## config.mk

```make
export PLATFORM = sky130hd
export DESIGN_NAME = spi_reg_ctrl_flat
export DESIGN_NICKNAME = d
export VERILOG_FILES = /design/src/rtl/spi_reg_ctrl_if.sv /design/src/rtl/spi_reg_ctrl.sv /design/src/flat_wrapper.sv
export SDC_FILE = /design/constraint.sdc
export NUM_CORES = 1
export LEC_CHECK = 0
export ABC_CLOCK_PERIOD_IN_PS = 2400
export BUFFER_PORTS_ARGS = -buffer_cell sky130_fd_sc_hd__buf_4
export CORE_MARGIN = 8
export CORE_UTILIZATION = 35
export CTS_BUF_LIST = sky130_fd_sc_hd__clkbuf_4 sky130_fd_sc_hd__clkbuf_8
export DETAILED_ROUTE_END_ITERATION = 8
export SYNTH_ARGS = -nofsm -noshare
export SYNTH_HDL_FRONTEND = slang
export SYNTH_SLANG_ARGS = --single-unit
```

## constraint.sdc

```tcl
create_clock -name clk_i -period 2.4 [get_ports clk_i]
set_clock_uncertainty 0.05 [all_clocks]
set_input_delay 0.48 -clock clk_i [delete_from_list [all_inputs] [get_ports clk_i]]
set_output_delay 0.48 -clock clk_i [all_outputs]
set_load 0.01 [all_outputs]
```

## src/rtl/spi_reg_ctrl_if.sv

```systemverilog
// Requester-side bus of spi_reg_ctrl: one request in, one response out.
// The master modport is the requester; the slave modport is the controller.
interface spi_reg_ctrl_if #(
  parameter int DATA_BYTES = 2,
  parameter int SLAVE_NUM  = 2
);
  localparam int SW = (SLAVE_NUM > 1) ? $clog2(SLAVE_NUM) : 1;

  logic                    req_valid;
  logic                    req_ready;
  logic                    req_we;
  logic [6:0]              req_addr;
  logic [8*DATA_BYTES-1:0] req_wdata;
  logic [SW-1:0]           req_slave;
  logic                    rsp_valid;
  logic                    rsp_ready;
  logic [8*DATA_BYTES-1:0] rsp_rdata;
  logic                    rsp_err;

  modport master (
    output req_valid, req_we, req_addr, req_wdata, req_slave, rsp_ready,
    input  req_ready, rsp_valid, rsp_rdata, rsp_err
  );

  modport slave (
    input  req_valid, req_we, req_addr, req_wdata, req_slave, rsp_ready,
    output req_ready, rsp_valid, rsp_rdata, rsp_err
  );
endinterface

```

## src/rtl/spi_reg_ctrl.sv

```systemverilog
// Register-access framer in front of axis_spi_master: sends {rd,addr,data...}
// as one tlast-terminated frame and collects the echoed bytes as read data.
module spi_reg_ctrl #(
  parameter int  DATA_BYTES  = 2,
  parameter int  SLAVE_NUM   = 2,
  parameter int  TIMEOUT_CYC = 4096,
  localparam int SW          = (SLAVE_NUM > 1) ? $clog2(SLAVE_NUM) : 1
) (
  input  logic          clk_i,
  input  logic          arstn_i,
  spi_reg_ctrl_if.slave bus,
  output logic [SW-1:0] spi_addr,
  output logic [7:0]    m_axis_tdata,
  output logic          m_axis_tvalid,
  output logic          m_axis_tlast,
  input  logic          m_axis_tready,
  input  logic [7:0]    s_axis_tdata,
  input  logic          s_axis_tvalid,
  input  logic          s_axis_tlast,
  output logic          s_axis_tready
);
  localparam int N  = DATA_BYTES + 1;
  localparam int NW = 8 * N;
  localparam int DW = 8 * DATA_BYTES;
  localparam int CW = $clog2(N + 1);
  localparam int TW = $clog2(TIMEOUT_CYC + 1);

  localparam logic [CW-1:0] CNT_N    = CW'(N);
  localparam logic [CW-1:0] CNT_LAST = CW'(N - 1);
  localparam logic [CW-1:0] CNT_ONE  = CW'(1);
  localparam logic [TW-1:0] TMO_MAX  = TW'(TIMEOUT_CYC - 1);
  localparam logic [TW-1:0] TMO_ONE  = TW'(1);

  localparam logic [1:0] IDLE    = 2'd0;
  localparam logic [1:0] SEND    = 2'd1;
  localparam logic [1:0] WAIT_RX = 2'd2;
  localparam logic [1:0] RESP    = 2'd3;

  logic [1:0]    state_reg, state_next;
  logic [NW-1:0] tx_buf_reg, tx_buf_next;
  logic [CW-1:0] tx_cnt_reg, tx_cnt_next;
  logic [CW-1:0] rx_cnt_reg, rx_cnt_next;
  logic [DW-1:0] rdata_reg, rdata_next;
  logic          err_reg, err_next;
  logic [SW-1:0] slave_reg, slave_next;
  logic [TW-1:0] tmo_reg, tmo_next;

  logic          busy, tx_hs, rx_hs, tx_last;
  logic [DW+7:0] shift_tmp;

  assign busy      = (state_reg == SEND) || (state_reg == WAIT_RX);
  assign tx_last   = (tx_cnt_reg == CNT_LAST);
  assign tx_hs     = (state_reg == SEND) && m_axis_tready;
  assign rx_hs     = s_axis_tvalid && s_axis_tready;
  assign shift_tmp = {rdata_reg, s_axis_tdata};

  // IDLE keeps accepting so stray echo bytes left over from an aborted frame drain away.
  assign s_axis_tready = (state_reg == IDLE) || (busy && (rx_cnt_reg != CNT_N));

  assign m_axis_tvalid = (state_reg == SEND);
  assign m_axis_tdata  = tx_buf_reg[NW-1 -: 8];
  assign m_axis_tlast  = (state_reg == SEND) && tx_last;

  assign bus.req_ready = (state_reg == IDLE);
  assign bus.rsp_valid = (state_reg == RESP);
  assign bus.rsp_rdata = rdata_reg;
  assign bus.rsp_err   = err_reg;
  assign spi_addr      = slave_reg;

  always_comb begin
    state_next  = state_reg;
    tx_buf_next = tx_buf_reg;
    tx_cnt_next = tx_cnt_reg;
    rx_cnt_next = rx_cnt_reg;
    rdata_next  = rdata_reg;
    err_next    = err_reg;
    slave_next  = slave_reg;
    tmo_next    = tmo_reg;
    case (state_reg)
      IDLE: begin
        if (bus.req_valid) begin
          state_next  = SEND;
          tx_buf_next = {~bus.req_we, bus.req_addr, bus.req_we ? bus.req_wdata : {DW{1'b0}}};
          tx_cnt_next = '0;
          rx_cnt_next = '0;
          rdata_next  = '0;
          err_next    = 1'b0;
          slave_next  = bus.req_slave;
          tmo_next    = '0;
        end
      end
      SEND, WAIT_RX: begin
        if (tx_hs) begin
          tx_buf_next = tx_buf_reg << 8;
          tx_cnt_next = tx_cnt_reg + CNT_ONE;
        end
        if (rx_hs) begin
          rx_cnt_next = rx_cnt_reg + CNT_ONE;
          // The echo of the address byte carries no data.
          if (rx_cnt_reg != '0)
            rdata_next = shift_tmp[DW-1:0];
          if (s_axis_tlast != (rx_cnt_reg == CNT_LAST))
            err_next = 1'b1;
        end
        tmo_next = (tx_hs || rx_hs) ? '0 : tmo_reg + TMO_ONE;
        if (!tx_hs && !rx_hs && (tmo_reg == TMO_MAX)) begin
          state_next = RESP;
          err_next   = 1'b1;
        end else if (((state_reg == WAIT_RX) || (tx_hs && tx_last)) && (rx_cnt_next == CNT_N)) begin
          state_next = RESP;
        end else if (tx_hs && tx_last) begin
          state_next = WAIT_RX;
        end
      end
      RESP: begin
        if (bus.rsp_ready)
          state_next = IDLE;
      end
      default: state_next = IDLE;
    endcase
  end

  always_ff @(posedge clk_i or negedge arstn_i) begin
    if (!arstn_i) begin
      state_reg  <= IDLE;
      tx_buf_reg <= '0;
      tx_cnt_reg <= '0;
      rx_cnt_reg <= '0;
      rdata_reg  <= '0;
      err_reg    <= 1'b0;
      slave_reg  <= '0;
      tmo_reg    <= '0;
    end else begin
      state_reg  <= state_next;
      tx_buf_reg <= tx_buf_next;
      tx_cnt_reg <= tx_cnt_next;
      rx_cnt_reg <= rx_cnt_next;
      rdata_reg  <= rdata_next;
      err_reg    <= err_next;
      slave_reg  <= slave_next;
      tmo_reg    <= tmo_next;
    end
  end
endmodule

```

## src/flat_wrapper.sv

```systemverilog
// flat-port wrapper written by rule: the top's interface ports become plain ports
module spi_reg_ctrl_flat 
#(
  parameter int  DATA_BYTES  = 2,
  parameter int  SLAVE_NUM   = 2,
  parameter int  TIMEOUT_CYC = 4096,
  localparam int SW          = (SLAVE_NUM > 1) ? $clog2(SLAVE_NUM) : 1
)
  (clk_i, arstn_i, spi_addr, m_axis_tdata, m_axis_tvalid, m_axis_tlast, m_axis_tready, s_axis_tdata, s_axis_tvalid, s_axis_tlast, s_axis_tready, bus_req_valid, bus_req_we, bus_req_addr, bus_req_wdata, bus_req_slave, bus_rsp_ready, bus_req_ready, bus_rsp_valid, bus_rsp_rdata, bus_rsp_err);
  spi_reg_ctrl_if #(.DATA_BYTES(DATA_BYTES), .SLAVE_NUM(SLAVE_NUM)) bus_i ();
  input  logic clk_i;
  input  logic arstn_i;
  output logic [SW-1:0] spi_addr;
  output logic [7:0] m_axis_tdata;
  output logic m_axis_tvalid;
  output logic m_axis_tlast;
  input  logic m_axis_tready;
  input  logic [7:0] s_axis_tdata;
  input  logic s_axis_tvalid;
  input  logic s_axis_tlast;
  output logic s_axis_tready;
  input wire logic [$bits(bus_i.req_valid)-1:0] bus_req_valid;
  input wire logic [$bits(bus_i.req_we)-1:0] bus_req_we;
  input wire logic [$bits(bus_i.req_addr)-1:0] bus_req_addr;
  input wire logic [$bits(bus_i.req_wdata)-1:0] bus_req_wdata;
  input wire logic [$bits(bus_i.req_slave)-1:0] bus_req_slave;
  input wire logic [$bits(bus_i.rsp_ready)-1:0] bus_rsp_ready;
  output wire logic [$bits(bus_i.req_ready)-1:0] bus_req_ready;
  output wire logic [$bits(bus_i.rsp_valid)-1:0] bus_rsp_valid;
  output wire logic [$bits(bus_i.rsp_rdata)-1:0] bus_rsp_rdata;
  output wire logic [$bits(bus_i.rsp_err)-1:0] bus_rsp_err;
  assign bus_i.req_valid = bus_req_valid;
  assign bus_i.req_we = bus_req_we;
  assign bus_i.req_addr = bus_req_addr;
  assign bus_i.req_wdata = bus_req_wdata;
  assign bus_i.req_slave = bus_req_slave;
  assign bus_i.rsp_ready = bus_rsp_ready;
  assign bus_req_ready = bus_i.req_ready;
  assign bus_rsp_valid = bus_i.rsp_valid;
  assign bus_rsp_rdata = bus_i.rsp_rdata;
  assign bus_rsp_err = bus_i.rsp_err;
  spi_reg_ctrl #(.DATA_BYTES(DATA_BYTES), .SLAVE_NUM(SLAVE_NUM), .TIMEOUT_CYC(TIMEOUT_CYC)) u_core (.clk_i(clk_i), .arstn_i(arstn_i), .bus(bus_i), .spi_addr(spi_addr), .m_axis_tdata(m_axis_tdata), .m_axis_tvalid(m_axis_tvalid), .m_axis_tlast(m_axis_tlast), .m_axis_tready(m_axis_tready), .s_axis_tdata(s_axis_tdata), .s_axis_tvalid(s_axis_tvalid), .s_axis_tlast(s_axis_tlast), .s_axis_tready(s_axis_tready));
endmodule
```

## Yosys cells after proc, flatten, opt, wreduce, memory -nomap -nowiden

Cells that the tools add are included.

| storage, ports and cells | value |
|---|---|
| register bits | 61 |
| bits of input ports | 40 |
| output and inout port bits | 31 |
| word-level logic and storage cells | 81 |

| operators by class | value |
|---|---|
| add/sub/neg operators | 3 |
| eq/ne operators | 17 |
| muxes and demuxes | 28 |
| bitwise logic cells | 1 |
| reductions and logical operators | 24 |

Operator list:

| operator | count |
|---|---|
| two-way mux 16 bit | 4 |
| two-way mux 24 bit | 2 |
| case mux 24 bit (2 select lines) | 1 |
| case mux 16 bit (2 select lines) | 1 |
| two-way mux 13 bit | 2 |
| case mux 13 bit (2 select lines) | 1 |
| two-way mux 2 bit | 9 |
| adder 13 x 1 -> 13 bit, second input constant | 1 |
| equality test 13 x 12 -> 1 bit, second input constant | 1 |
| equality test 2 bit, second input constant | 5 |
| logical AND 1 bit | 8 |
| case mux 2 bit (2 select lines) | 2 |
| AND reduction 4 bit | 2 |
| inequality test 2 x 1 -> 1 bit, second input constant | 3 |
| inequality test 2 bit, second input constant | 3 |
| inequality test 3 x 1 -> 1 bit, second input constant | 2 |
| case mux 2 bit (3 select lines) | 1 |
| AND reduction 3 bit | 2 |
| adder 2 x 1 -> 2 bit, second input constant | 2 |
| logical OR 1 bit | 4 |
| two-way mux 1 bit | 4 |
| inequality test 4 x 1 -> 1 bit, second input constant | 1 |
| AND reduction 2 bit | 2 |
| nonzero test 2 bit | 2 |
| 7 further kinds | 8 |

## Depth between registers and ports, before layout

Gate-level depths: netlist (run 1).

| logic depth | value |
|---|---|
| word-level depth | 12 |
| depth in mapped cells | 9 |
| depth with buffers taken out | 7 |

## Least setup slack after synthesis (run 1)

OpenSTA, ideal clock, no wires.

| path | value |
|---|---|
| path kind | flip-flop to flip-flop |
| start | register u_core.state_reg[0] |
| end | register u_core.tx_buf_reg[23] |
| setup time | 0.131 ns |
| arrival time | 1.828 ns |
| required time | 2.219 ns |
| slack | 0.391 ns |
| cell stages (with the launch flop) | 10 |
| buffers on the path | 3 |
| clock period less this slack | 2.009 ns |
| cell sequence | dfrtp_1 inv_1 ha_1 buf_6 a21boi_4 or3_1 buf_2 clkbuf_1 nand2_1 o31ai_2 |

| on the way | value |
|---|---|
| longest elaborated chain between the ends | 4 |
| elaborated cells between the ends (all ways) | 10 |
| classes of those cells | 4 x eq/ne; 1 x mux; 5 x reduce/logical |

Ends and longest elaborated chain:

| element | RTL line | text |
|---|---|---|
| start: declaration | spi_reg_ctrl.sv:39 | `logic [1:0] state_reg, state_next;` |
| start signal: assignment | spi_reg_ctrl.sv:134 | `state_reg <= state_next;` |
| equality test 2 x 1 -> 1 bit / equality test 2 bit (equally long branches) | spi_reg_ctrl.sv:53, spi_reg_ctrl.sv:79 |  |
| OR reduction 2 bit / logical AND 1 bit (equally long branches) | spi_reg_ctrl.sv:79, spi_reg_ctrl.sv:53 |  |
| inequality test 2 x 1 -> 1 bit (no source line) / nonzero test 2 bit (equally long branches) | n/a |  |
| AND reduction 3 bit (no source line) | n/a |  |
| end signal: assignment | spi_reg_ctrl.sv:135 | `tx_buf_reg <= tx_buf_next;` |
| end: declaration | spi_reg_ctrl.sv:40 | `logic [NW-1:0] tx_buf_reg, tx_buf_next;` |

Several ways; a longest one is shown, not always the timed one.
A chain may end at the register's enable or synchronous reset.

## Worst setup path in the final report (run 1)

| path | value |
|---|---|
| start | register u_core.state_reg[1] |
| end | output port s_axis_tready |

| on the way | value |
|---|---|
| longest elaborated chain between the ends | 4 |
| elaborated cells between the ends (all ways) | 6 |
| classes of those cells | 2 x eq/ne; 4 x reduce/logical |

Ends and longest elaborated chain:

| element | RTL line | text |
|---|---|---|
| equality test 2 x 1 -> 1 bit / equality test 2 bit (equally long branches) | spi_reg_ctrl.sv:51 | `assign busy = (state_reg == SEND) \|\| (state_reg == WAIT_RX);` |
| logical OR 1 bit (*) | spi_reg_ctrl.sv:51 |  |
| net u_core.busy | spi_reg_ctrl.sv:48 | `logic busy, tx_hs, rx_hs, tx_last;` |
| logical AND 1 bit (*) | spi_reg_ctrl.sv:58 | `assign s_axis_tready = (state_reg == IDLE) \|\| (busy && (rx_cnt_reg != CNT_N));` |
| logical OR 1 bit (*) | spi_reg_ctrl.sv:58 |  |
| end: declaration | flat_wrapper.sv:21 | `output logic s_axis_tready;` |

Mark *: on every way through the listed nets, which the timed path passes. The rest lies on a longest branch.

==> results summary, run 1 <==
The flow ran to the end, and the final reports show no timing, DRC or antenna violations. The total global-route track usage is 12.61%. The critical path start-end classification is register to output port. The number of nets handed over by synthesis was 355. The initialized floorplan defines 34 standard-cell rows. The required time reported for the critical path endpoint is 1.87 ns. The number of clock buffers added by TritonCTS is 9.

The DRC violation count after routing came out at 0. The initial antenna violation count is 0. TritonCTS built the clock tree. The worst slew margin relative to its limit came out at 49.02%. The worst-case setup margin in the final layout is approximately 0.12 ns. Entering global routing, the biggest net connects 62 pins. The clock slew at the register clock pins of the worst setup and hold paths came out at ~0.070 ns. The number of register bits inferred by synthesis is 61. The maximum number of buffers from clock root to sink is 2. The number of optimization iterations in the first detailed-route pass came out at 4.

The number of top-level design ports is 71. Wires add up to 7465 um. The fraction of final layout cells with drive strength greater than 1 came out at between 30% and 40%. The number of warning messages in the yosys log came out at 0. Hold is met by 0.1901 ns. The number of setup violations in the final report came out at 0. The kind of path behind the tightest hold check is primary input to async pin. STA classifies the critical path endpoint as an output port. The area growth from synthesis to layout came out at 26.40%. The post-synth design cell area is roughly 3100 um^2. The sum of net half-perimeters after detailed placement came out at 5340 um. The async set-reset flop share out of synthesis came out at 100.0%. The register with the most flip-flops in the layout has 24 of them. The max-capacitance violation count came out at 0. The worst register-to-register path ends at u_core.bus.rsp_rdata[4]. The count of routing violations after the opening detailed-route iteration came out at 155. The H-tree depth reported by CTS came out at 3. Among all flip-flop cells after synthesis, the most frequent one is sky130_fd_sc_hd__dfrtp_1. The length in cells of the worst reg-to-reg path is 7. The starting density of the core came out at 35.89%. The global-route wire length before repair is 12180 um.

The clock latency on the worst-skew pair is 0.32 ns. The number of pins with negative max-slew slack in the final report is 0. The reported leakage power came out at 0.001954 uW.

The average vias per placed instance came out at 5.008. The share of total power dissipated in combinational logic is 50.5%. The synthesized instance count is 305. The critical path ends at s_axis_tready. The filler cells instantiated in the layout total 842.

The hold violation total from the final report was 0. The power density over cell area came out at 1278 nW/um^2. The number of enable-type register cells in the synthesized netlist came out at 0. Of all nets on the critical path, the largest fanout is 5. In this run the critical register-to-register path is launched from u_core.state_reg[1]. The share of the synthesized area in the top cell type came out at between 40% and 50%. The number of global-route vias before repair is 2524. The post-detailed-route wirelength per cell is 15.27 um. The final critical-path share of the clock period is 94.82%.

For this design the total switching power over the nets is roughly 2000 uW. The average size of a mapped cell came out at 10.21 um^2. The register-to-register path setup slack is 0.25 ns. In this run the worst setup path begins at u_core.state_reg[1]. Derived from the worst setup path, the maximum achievable clock frequency is 0.4394 GHz.

STA classifies the critical path startpoint as a register. The die covers 12170 um^2. The count of distinct cell types in the synthesized netlist is 53.

The final setup TNS is 0 ns. The sequential group share of total power came out at 31.8%. The worst supply voltage drop on vdd is 0.5962 mV.

The antenna cell count is 0. The floorplan step set the die width to 110.3 um. The detailed router placed 2449 vias in this run.

Sequential elements use 49.02% of the synthesized area. The internal power summed over all cells is 3024 uW. The tree is rooted in a sky130_fd_sc_hd__clkbuf_8.

The final layout contains around 430 nets. After synthesis, the cell types taking the most area are sky130_fd_sc_hd__dfrtp_1, sky130_fd_sc_hd__nand2_1, sky130_fd_sc_hd__a22o_1. Routability-driven placement finished with a final weighted congestion of 0.8388. Prior to clock tree synthesis, the placed netlist has a worst setup slack of approximately 0.2 ns. The library cell with the largest summed area after synthesis is sky130_fd_sc_hd__dfrtp_1. The actual transition at the worst max-transition pin is roughly 0.76 ns. The clock net in this run drives a total of 61 sinks. Setup repair after global routing left no endpoint under its margin. The worst endpoint data arrival time is 1.75 ns. The die boundary height came out at 110.3 um. The core region area is 8678 um^2. The clock share of power came out at 17.8%. The switching share of power is 39.86%. The total global routing overflow is 0. The remaining number of nets flagged by the antenna check after routing is 0. The clock period minus worst slack came out at roughly 2.3 ns. The port buffer count came out at 70.
[cell type report]
| type | count | area (um^2) | area share, % |
|---|---|---|---|
| inverter | 9 | 33.78 | 0.8582 |
| clock buffer | 11 | 145.1 | 3.687 |
| clock inverter | 5 | 50.05 | 1.271 |
| timing repair buffer | 84 | 630.6 | 16.02 |
| multi-input combinational | 211 | 1415 | 35.95 |
| sequential | 61 | 1526 | 38.78 |
| tap | 108 | 135.1 | 3.433 |
[through the flow]
stage / cells / area, um^2 / power (uW) / utilization [%]
after floorplan: 305 / 3114 / 3384 / -
after global placement: 469 / 3699 / 4061 / 42.62
after detailed placement: 469 / 3699 / 4125 / 42.62
after CTS: 485 / 3894 / 5039 / 44.87
after global routing: 489 / 3936 / 5456 / 45.36
final: 489 / 3936 / 5029 / 45.36
[layer usage]
metal / global-route usage (%) / vias up / part of all wire, %
li1: - / 1215 / -
met1: 16.14 / 1163 / 45
met2: 19.70 / 67 / 47
met3: 3.430 / 4 / 7.0
met4: 5.233 / 0 / 1.1
met5: 0 / - / 0
[worst min-delay path by stage]
stage                              start                    to
finish                           arstn_i     u_core.tmo_reg[5]
global route                     arstn_i     u_core.tmo_reg[7]
CTS                              arstn_i  u_core.rx_cnt_reg[0]
detailed placement  u_core.tx_buf_reg[2]  u_core.tx_buf_reg[2]
global placement    u_core.tx_buf_reg[0]  u_core.tx_buf_reg[0]
floorplan                        arstn_i    u_core.bus.rsp_err
[worst max-delay path: stages (launching register included)]
cell	delay (ns)
sky130_fd_sc_hd__dfrtp_1	0.41
sky130_fd_sc_hd__inv_1	0.15
sky130_fd_sc_hd__ha_4	0.23
sky130_fd_sc_hd__and2b_1	0.19
sky130_fd_sc_hd__or2_2	0.29
sky130_fd_sc_hd__buf_4	0.15
[cell families after synthesis]
group | share of synthesized area (%)
xor+xnor | 1.125
compound gates | 18.44
buf+inv | 5.946
fa+ha+maj | 4.018
mux | 3.696
simple gates | 17.76
flops | 49.02
[placed cells by master, fill, tap and decap left out, drive strengths merged, types with 2 or more instances in the layout]
master / count
mux2i: 10
nor2: 26
a22o: 16
o21ai: 29
nand2b: 3
o31ai: 4
inv: 9
a22oi: 2
o22ai: 2
and2: 3
a221oi: 8
dfrtp: 61
clkbuf: 11
nor3: 4
buf: 84
xor2: 2
ha: 10
nand4: 5
nor2b: 6
nand2: 41
a21oi: 6
xnor2: 2
and4: 3
nand3: 11
and3: 3
clkinv: 4
[synthesized netlist by cell type (2+ instances only)]
| library cell | count |
|---|---|
| sky130_fd_sc_hd__and3_2 | 2 |
| sky130_fd_sc_hd__nand2b_1 | 3 |
| sky130_fd_sc_hd__o21ai_2 | 2 |
| sky130_fd_sc_hd__nand2_1 | 41 |
| sky130_fd_sc_hd__nor3_1 | 2 |
| sky130_fd_sc_hd__a22oi_1 | 2 |
| sky130_fd_sc_hd__buf_2 | 6 |
| sky130_fd_sc_hd__dfrtp_1 | 61 |
| sky130_fd_sc_hd__and2_1 | 3 |
| sky130_fd_sc_hd__inv_1 | 9 |
| sky130_fd_sc_hd__xnor2_1 | 2 |
| sky130_fd_sc_hd__o21ai_0 | 19 |
| sky130_fd_sc_hd__buf_6 | 2 |
| sky130_fd_sc_hd__a221oi_2 | 4 |
| sky130_fd_sc_hd__nor2b_1 | 6 |
| sky130_fd_sc_hd__nand3_1 | 11 |
| sky130_fd_sc_hd__buf_4 | 10 |
| sky130_fd_sc_hd__a22o_1 | 16 |
| sky130_fd_sc_hd__clkbuf_1 | 5 |
| sky130_fd_sc_hd__nor2_1 | 26 |
| sky130_fd_sc_hd__a221oi_1 | 4 |
| sky130_fd_sc_hd__and4_4 | 2 |
| sky130_fd_sc_hd__xor2_1 | 2 |
| sky130_fd_sc_hd__nand4_1 | 5 |
| sky130_fd_sc_hd__ha_1 | 10 |
| sky130_fd_sc_hd__mux2i_1 | 9 |
| sky130_fd_sc_hd__o21ai_1 | 8 |
| sky130_fd_sc_hd__o22ai_1 | 2 |
| sky130_fd_sc_hd__a21oi_1 | 5 |
| sky130_fd_sc_hd__o31ai_1 | 3 |
[power groups by stage]
stage | registers [uW] | clock network (uW) | logic (uW)
6_report | 1600 | 893 | 2540
5_1_grt | 1640 | 978 | 2830
3_5_place_dp | 1620 | 0 | 2510
2_1_floorplan | 1610 | 0 | 1780
3_3_place_gp | 1610 | 0 | 2450
4_1_cts | 1600 | 924 | 2510
[what timing repair did]
| action | in CTS | in global routing |
|---|---|---|
| buffers inserted | 0 | 4 |
| hold buffers | 0 | 0 |
| resized for setup | 0 | 1 |
| setup endpoints to repair | 0 | 1 |
(Power assumes the default switching activity.)
==> inputs of run 2 (changes only) <==
- CORE_ASPECT_RATIO: not set -> 1.4
==> run 2 against run 1 <==
Compared with the run above: global-route usage up 0.14 points; clock power is 6.2% lower; wire length decreased by 1.0%; sequential power barely moved; cell count fell by 1.6%; sequential cell count is the same; fmax down 2.1%; non-clock buffer count is 5 lower; first-iteration DRC count down 68%; critical endpoint unchanged; largest power group unchanged.
==> results summary, run 2 (synthesis gave the netlist of run 1 again) <==
The clock latency on the worst-skew pair came out at 0.33 ns (about the same). The net total in the final layout came out at 421 (-1.2%). The number of vias in the routed layout came out at 2446 (-0.12%). The power density over cell area came out at 1266 nW/um^2 (-0.91%).

The number of global-route vias before repair was 2601 (+3.1%). The sum of net half-perimeters after detailed placement is 5468 um (+2.4%). The worst endpoint data arrival time came out at 1.79 ns (+0.04 ns).

The top achievable clock speed came out at 0.4301 GHz (-2.1%). The H-tree depth reported by CTS came out at 3 (unchanged). The initial antenna violation count is 0 (unchanged). The clock period minus worst slack was 2.325 ns (+0.04935 ns).

The largest incremental delay on the critical path is 0.42 ns (about the same). The count of hold buffers inserted by post-cts repair was 0 (unchanged). STA classifies the critical path endpoint as an output port. The starting density of the core is 36.18% (+0.29 points). The CTS buffer count is 9 (unchanged).

The final critical-path share of the clock period is 96.87% (+2.1 points). The number of setup violations in the final report came out at 0 (unchanged). In the layout the commonest cells are sky130_fd_sc_hd__buf_4, sky130_fd_sc_hd__dfrtp_1, sky130_fd_sc_hd__nand2_1. The worst-case setup margin in the final layout came out at 0.07503 ns (-0.04935 ns). In this run the critical register-to-register path is launched from u_core.state_reg[1]. From synthesis to final layout, the design area changed by 24.79%. The antenna cell count is 0 (unchanged). The total global routing overflow is 0 (unchanged).

The length in cells of the worst reg-to-reg path came to 7 (unchanged). The placement-stage worst setup slack is -0.01642 ns (-0.2119 ns). The cell area after placement is 3687 um^2 (-0.30%).

The required time reported for the critical path endpoint is 1.87 ns (about the same). The number of top-level design ports is 71 (unchanged). The core region area is 8608 um^2 (-0.81%). The critical path startpoint category is a register. The count of non-filler cells in the finished layout came out at 481 (-1.6%). The peak fanout along the critical path is 11 (+6).

The number of optimization iterations in the first detailed-route pass came out at 4 (unchanged). The die boundary height came out at 127.6 um (+16%). The placer congestion estimate came out at 0.8488 (+1.2%). The average vias per placed instance came out at 5.085 (+1.5%).

The cell family contributing the most delay on the critical path is simple AND/OR/NAND/NOR gates. The worst slew margin relative to its limit is 48.44% (-0.58 points). Setup repair after global routing left no endpoint under its margin.

The number of fill cells in the layout is 842 (unchanged). The hold violation total from the final report is 0 (unchanged). The worst supply voltage drop on vdd is 0.5571 mV (-6.6%).

The highest metal layer carrying signal wires in the routed design is met4. The largest individual stage delay along the critical path comes from the cell sky130_fd_sc_hd__dfrtp_1. The routed length on met2 is 3744 um (+6.6%). The max-capacitance violation count was 0 (unchanged). The port buffer count is 70 (unchanged). The maximum number of pins on one net before global-route repair came out at 62 (unchanged).

The count of routing violations after the opening detailed-route iteration came out at 50 (-68%). The final hold slack came out at 0.1724 ns (-0.01767 ns). The actual transition at the worst max-transition pin came to 0.7735 ns (+0.008703 ns). The post-detailed-route wirelength per cell is 15.36 um (+0.61%). The placed cell count came out at 465 (-0.85%). The number of clock sinks came out at 61 (unchanged).

The total global-route track usage is 12.75% (+0.14 points). The width of the die was 95.72 um (-13%). The worst path buffer plus inverter count is 2 (unchanged). The met3 wirelength from detailed routing came to 462 um (-12%). The flow ran to the end, and the final reports show no timing, DRC or antenna violations.

The share of the core filled with cells in the final layout is 45.15% (-0.21 points). The routed wire length is 7388 um (-1.0%). The library cell used most frequently in the layout, excluding fill and tap cells, is sky130_fd_sc_hd__buf_4. The flip-flop count of the largest register after layout came to 24 (unchanged). The maximum number of buffers from clock root to sink came to 2 (unchanged). The number of pins with negative max-slew slack in the final report came out at 0 (unchanged). The clock slew at the register clock pins of the worst setup and hold paths is 0.06 ns (about the same).

The endpoint of the lowest-slack register-to-register path is u_core.bus.rsp_rdata[14]. The row count is 40 (+18%). The total non-filler cell area in the finished layout was 3886 um^2 (-1.3%). The remaining number of nets flagged by the antenna check after routing is 0 (unchanged). The setup path with the least slack is of type register to output port. The fraction of final layout cells with drive strength greater than 1 is 30.85% (-0.91 points).

The root buffer cell chosen for the clock tree is sky130_fd_sc_hd__clkbuf_8. The DRC violation count after routing is 0 (unchanged). The global-route wire length before repair is 12340 um (+1.3%). The register-to-register path setup slack came to 0.20 ns (-0.05 ns). The die footprint is 12210 um^2 (+0.35%). TritonCTS built the clock tree. The signal on the critical path passes through inv_1, ha_4, and2b_1, or2_2, buf_4. The routed metal-1 wire length came out at 3036 um (-9.2%). In this run the worst hold path is classified as primary input to async pin. The reported leakage power is 0.001915 uW (-2.0%).
==> run 2: cell count changes in the layout (fill, tap and decap cells not counted), sizes merged <==
cell	change
buf	-5
bufinv	-1
clkbuf	+2
clkinv	-3
clkinvlp	+2
==> run 2: how the worst max path moves through the flow <==
stage / from / end / slack, ns / depth (start not counted)
6_report: u_core.state_reg[1] / s_axis_tready / 0.08 / 5
5_1_grt: u_core.state_reg[0] / s_axis_tready / 0.007 / 5
4_1_cts: u_core.state_reg[1] / s_axis_tready / 0.05 / 5
3_5_place_dp: u_core.state_reg[1] / u_core.bus.rsp_rdata[8] / -0.02 / 7
3_3_place_gp: u_core.state_reg[1] / u_core.bus.rsp_rdata[0] / 0.1 / 7
2_1_floorplan: u_core.state_reg[0] / u_core.tx_buf_reg[23] / 0.39 / 9
==> run 2: repair_timing <==
| action | CTS | global route |
|---|---|---|
| setup endpoints to repair | 11 | 0 |
| gates resized for setup | 2 | 0 |
| setup buffers | 0 | 0 |
==> run 2: power by group <==
group / leakage (uW) / internal, uW / switching, uW
Sequential: 0.000804 / 1380 / 223
Combinational: 0.00102 / 1090 / 1380
Clock: 0.0000925 / 452 / 386
==> run 2: through the flow <==
stage	TNS [ns]	power (uW)
after floorplan	0	3384
after global placement	0	4052
after detailed placement	-0.1045	4122
after CTS	0	5003
after global routing	0	5346
final	0	4920
==> run 2: worst reg2reg max path, delay by kind of cell (launching register included) <==
family                     cells  cell delay [ns]
AOI/OAI and AO/OA              2             0.41
adders and majority gates      1             0.35
buffers and inverters          1             0.12
DFF                            1             0.41
and+or+nand+nor                3             0.80
==> run 2: final cells by class <==
| type | count | area (um^2) | area share [%] |
|---|---|---|---|
| inverters | 9 | 33.78 | 0.8693 |
| clock inverters | 3 | 20.02 | 0.5151 |
| multi-input cells | 211 | 1415 | 36.41 |
| repair buffers | 79 | 593.1 | 15.26 |
| flip-flops and latches | 61 | 1526 | 39.28 |
| clock buffers | 13 | 166.4 | 4.282 |
| well taps | 105 | 131.4 | 3.381 |
==> run 2: routing by layer <==
layer | global-route usage, % | vias up
met5 | 0 | -
met4 | 6.540 | 0
met3 | 4.162 | 11
met2 | 21.17 | 58
met1 | 13.99 | 1167
li1 | - | 1210
==> inputs of run 3 (changes only) <==
- ABC_AREA: not set -> 1
==> run 3 against run 2 <==
Compared with the run above: synthesized cell count increased by 18%; core utilization about the same; sequential power decreased by 4%; clock power increased by 31%; power increased by 8.4%; combinational power increased by 9.3%; synthesized area decreased by 2.2%; largest cell class unchanged; cell count increased by 11%.
==> results summary, run 3 <==
The remaining number of nets flagged by the antenna check after routing is 0 (unchanged). The top cell types in the final layout, fill and taps aside, are sky130_fd_sc_hd__nand2_1, sky130_fd_sc_hd__buf_4, sky130_fd_sc_hd__dfrtp_1. CTS placed an instance of sky130_fd_sc_hd__clkbuf_8 at the clock tree root. The row count is 40 (unchanged). The hold violation total from the final report came out at 0 (unchanged). After synthesis, the most frequently instantiated cells are sky130_fd_sc_hd__nand2_1, sky130_fd_sc_hd__dfrtp_1, sky130_fd_sc_hd__nand3_1. The clock period minus worst slack is 2.124 ns (-0.2013 ns). The routed wire length is 7262 um (-1.7%). The initial antenna violation count was 0 (unchanged). The number of global-route vias before repair came out at 2700 (+3.8%).

The final critical-path share of the clock period came out at 88.49% (-8.4 points). The fraction of final layout cells with drive strength greater than 1 came out at 23.08% (-7.8 points). The H-tree depth reported by CTS came out at 3 (unchanged). The die boundary height came out at 126.4 um (-0.97%). The count of hold buffers inserted by post-cts repair is 0 (unchanged). The number of vias in the routed layout is 2603 (+6.4%). The maximum number of pins on one net before global-route repair is 62 (unchanged).

The die footprint came to 11980 um^2 (-1.9%). The signal on the critical path passes through inv_1, ha_1, nand2_1, nand2_2, buf_4. The core region area was 8508 um^2 (-1.2%). The required time reported for the critical path endpoint came out at 1.87 ns (about the same).

The critical path startpoint category is a register. met2 is the most crowded layer. The top achievable clock speed is 0.4709 GHz (+9.5%). The global-route wire length before repair came out at 12410 um (+0.56%). The average size of a mapped cell is 8.436 um^2 (-17%). The post-CTS resize count is 0 (-2).

The reported leakage power is 0.001983 uW (+3.5%). The count of distinct cell types in the synthesized netlist came out at 28 (-47%). Yosys attributes the largest share of cell area to sky130_fd_sc_hd__dfrtp_1, sky130_fd_sc_hd__nand2_1, sky130_fd_sc_hd__nand3_1. The share of the yosys chip area belonging to registers came out at 50.12% (+1.1 points). The number of fill cells in the layout is 874 (+3.8%). The largest individual stage delay along the critical path comes from the cell sky130_fd_sc_hd__dfrtp_1. The cell area after placement came out at 3598 um^2 (-2.4%).

The average vias per placed instance is 4.875 (-4.1%). The sum of net half-perimeters after detailed placement came to 5420 um (-0.87%). The CTS buffer count is 9 (unchanged). The worst path buffer plus inverter count came out at 2 (unchanged). The library cell with the largest summed area after synthesis is sky130_fd_sc_hd__dfrtp_1. The starting density of the core is 35.79% (-0.38 points).

The power density over cell area is 1389 nW/um^2 (+9.7%). The max-capacitance violation count is 0 (unchanged). The number of warning messages in the yosys log is 0 (unchanged). The placed cell count is 518 (+11%).

The net count after synthesis came out at 411 (+16%). The total global-route track usage came to 12.78% (+0.028 points). Yosys instantiated no cell more often than sky130_fd_sc_hd__nand2_1. The number of top-level design ports came out at 71 (unchanged).

The count of non-filler cells in the finished layout is 534 (+11%). The worst endpoint data arrival time was 1.59 ns (-0.20 ns). TritonCTS built the clock tree.

The sequential cell area is 1526 um^2 (unchanged). The flow ran to the end, and the final reports show no timing, DRC or antenna violations. The worst-case setup margin in the final layout is 0.2763 ns (+0.2013 ns). The net total in the final layout came out at 474 (+13%).

The total non-filler cell area in the finished layout is 3841 um^2 (-1.2%). The maximum number of buffers from clock root to sink is 2 (unchanged). The met1 usage is 14.13% (+0.14 points). The number of pins with negative max-slew slack in the final report came to 0 (unchanged).

The actual transition at the worst max-transition pin is 0.7639 ns (-0.009539 ns). The share of the synthesized area in the top cell type is 50.12% (+1.1 points). The post-route total power was 5334 uW (+8.4%). The global-route met3 utilization was 5.431% (+1.3 points). The kind of cell with the highest combined delay along the critical path is flip-flops. The number of enable-type register cells in the synthesized netlist was 0 (unchanged). The total global routing overflow is 0 (unchanged). The clock slew at the register clock pins of the worst setup and hold paths is 0.07 ns (about the same). The DRC violation count after routing is 0 (unchanged).

The number of register bits inferred by synthesis came out at 61 (unchanged). The placer congestion estimate is 0.8020 (-5.5%). STA classifies the critical path endpoint as an output port. The critical path is of the register to output port type. The post-CTS setup repair buffer count is 0 (unchanged). The clock latency on the worst-skew pair is 0.33 ns (about the same). The met2 track demand over resource is 21.39% (+0.21 points). From synthesis to final layout, the design area changed by 26.13%. The antenna cell count came out at 0 (unchanged). The number of setup violations in the final report is 0 (unchanged).

For this run, the leading register cell type out of synthesis is sky130_fd_sc_hd__dfrtp_1. The worst supply voltage drop on vdd is 0.8187 mV (+47%). The number of optimization iterations in the first detailed-route pass is 4 (unchanged). The post-synth design cell area came out at 3045 um^2 (-2.2%). Setup repair after global routing left no endpoint under its margin.

The synthesized instance count is 361 (+18%). The flip-flop count of the largest register after layout is 24 (unchanged). The post-detailed-route wirelength per cell came out at 13.60 um (-11%). The multi-input gate area in the final layout came to 1272 um^2 (-10%). Leaving out fill and tap cells, the most frequent cell in the layout is sky130_fd_sc_hd__nand2_1. The peak fanout along the critical path came out at 5 (-6). The largest incremental delay on the critical path came out at 0.41 ns (about the same). The port buffer count is 70 (unchanged). The number of clock sinks was 61 (unchanged). The width of the die is 94.84 um (-0.92%). The placement-stage worst setup slack came to 0.3475 ns (+0.3639 ns). The count of routing violations after the opening detailed-route iteration came out at 99 (+98%). The tightest min-delay check is of the primary input to async pin type. The worst slew margin relative to its limit came to 49.07% (+0.64 points). The final setup TNS came to 0 ns (unchanged).

The async set-reset flop share out of synthesis came out at 100.0% (unchanged).
## run 3: changes by cell type after synthesis, moves of 9 or more
cell and delta:
sky130_fd_sc_hd__a22o_1 -16, sky130_fd_sc_hd__nand3_1 +24, sky130_fd_sc_hd__inv_1 +18, sky130_fd_sc_hd__nand2_1 +58
sky130_fd_sc_hd__mux2i_1 -9, sky130_fd_sc_hd__o21ai_0 +9
## run 3: where the power goes
group / switching (uW) / internal [uW]
clock: 397 / 701
combinational: 1760 / 945
sequential: 186 / 1340
total: 2350 / 2990
## run 3: kinds of logic after synthesis
group	after synthesis	share of synthesized area [%]
compound gates	68	13.35
xor+xnor	5	1.438
fa+ha+maj	10	4.108
buf+inv	51	8.094
flops	61	50.12
simple gates	166	22.88
## run 3: final cells by class
type	count	area share [%]
well taps	105	3.420
multi-input cells	249	33.13
clock inverters	6	2.899
repair buffers	75	14.66
flip-flops and latches	61	39.74
inverters	28	2.736
clock buffers	10	3.420
## run 3: metal layers
| metal | part of all wire [%] | vias to the layer above |
|---|---|---|
| met3 | 7.6 | 6 |
| met5 | 0 | - |
| met2 | 51 | 67 |
| li1 | - | 1306 |
| met4 | 0.83 | 0 |
| met1 | 41 | 1224 |
## run 3: path summary, 6_finish.rpt
path / from / to / slack, ns / depth (start not counted)
min in group clk_i: s_axis_tdata[0] / u_core.bus.rsp_rdata[0] / 0.32 / 3
max: u_core.state_reg[1] / s_axis_tready / 0.28 / 5
min: arstn_i / u_core.rx_cnt_reg[0] / 0.17 / 1
max in group asynchronous: arstn_i / u_core.tx_buf_reg[12] / 1.62 / 1
min reg2reg: u_core.tx_buf_reg[2] / u_core.tx_buf_reg[2] / 0.44 / 2
max reg2reg: u_core.state_reg[1] / u_core.tmo_reg[9] / 0.32 / 11
## run 3: stage by stage
step	utilization, %	hold WS [ns]
after global routing	45.15	0.2434
after CTS	45.15	0.2045
final	45.15	0.1731
after detailed placement	42.29	0.4207
after global placement	42.29	0.4127
after floorplan	-	0.1344
## run 3: worst register-to-register path: stages, from the launching register on
cell and delay [ns]:
sky130_fd_sc_hd__dfrtp_1 0.42, sky130_fd_sc_hd__inv_1 0.12, sky130_fd_sc_hd__ha_1 0.19, sky130_fd_sc_hd__nand2_1 0.11, sky130_fd_sc_hd__inv_1 0.13, sky130_fd_sc_hd__a21oi_4 0.04, sky130_fd_sc_hd__inv_1 0.30, sky130_fd_sc_hd__nand3_1 0.16
sky130_fd_sc_hd__nor2_1 0.22, sky130_fd_sc_hd__nand4_1 0.11, sky130_fd_sc_hd__nand2_1 0.07, sky130_fd_sc_hd__nor2_1 0.05
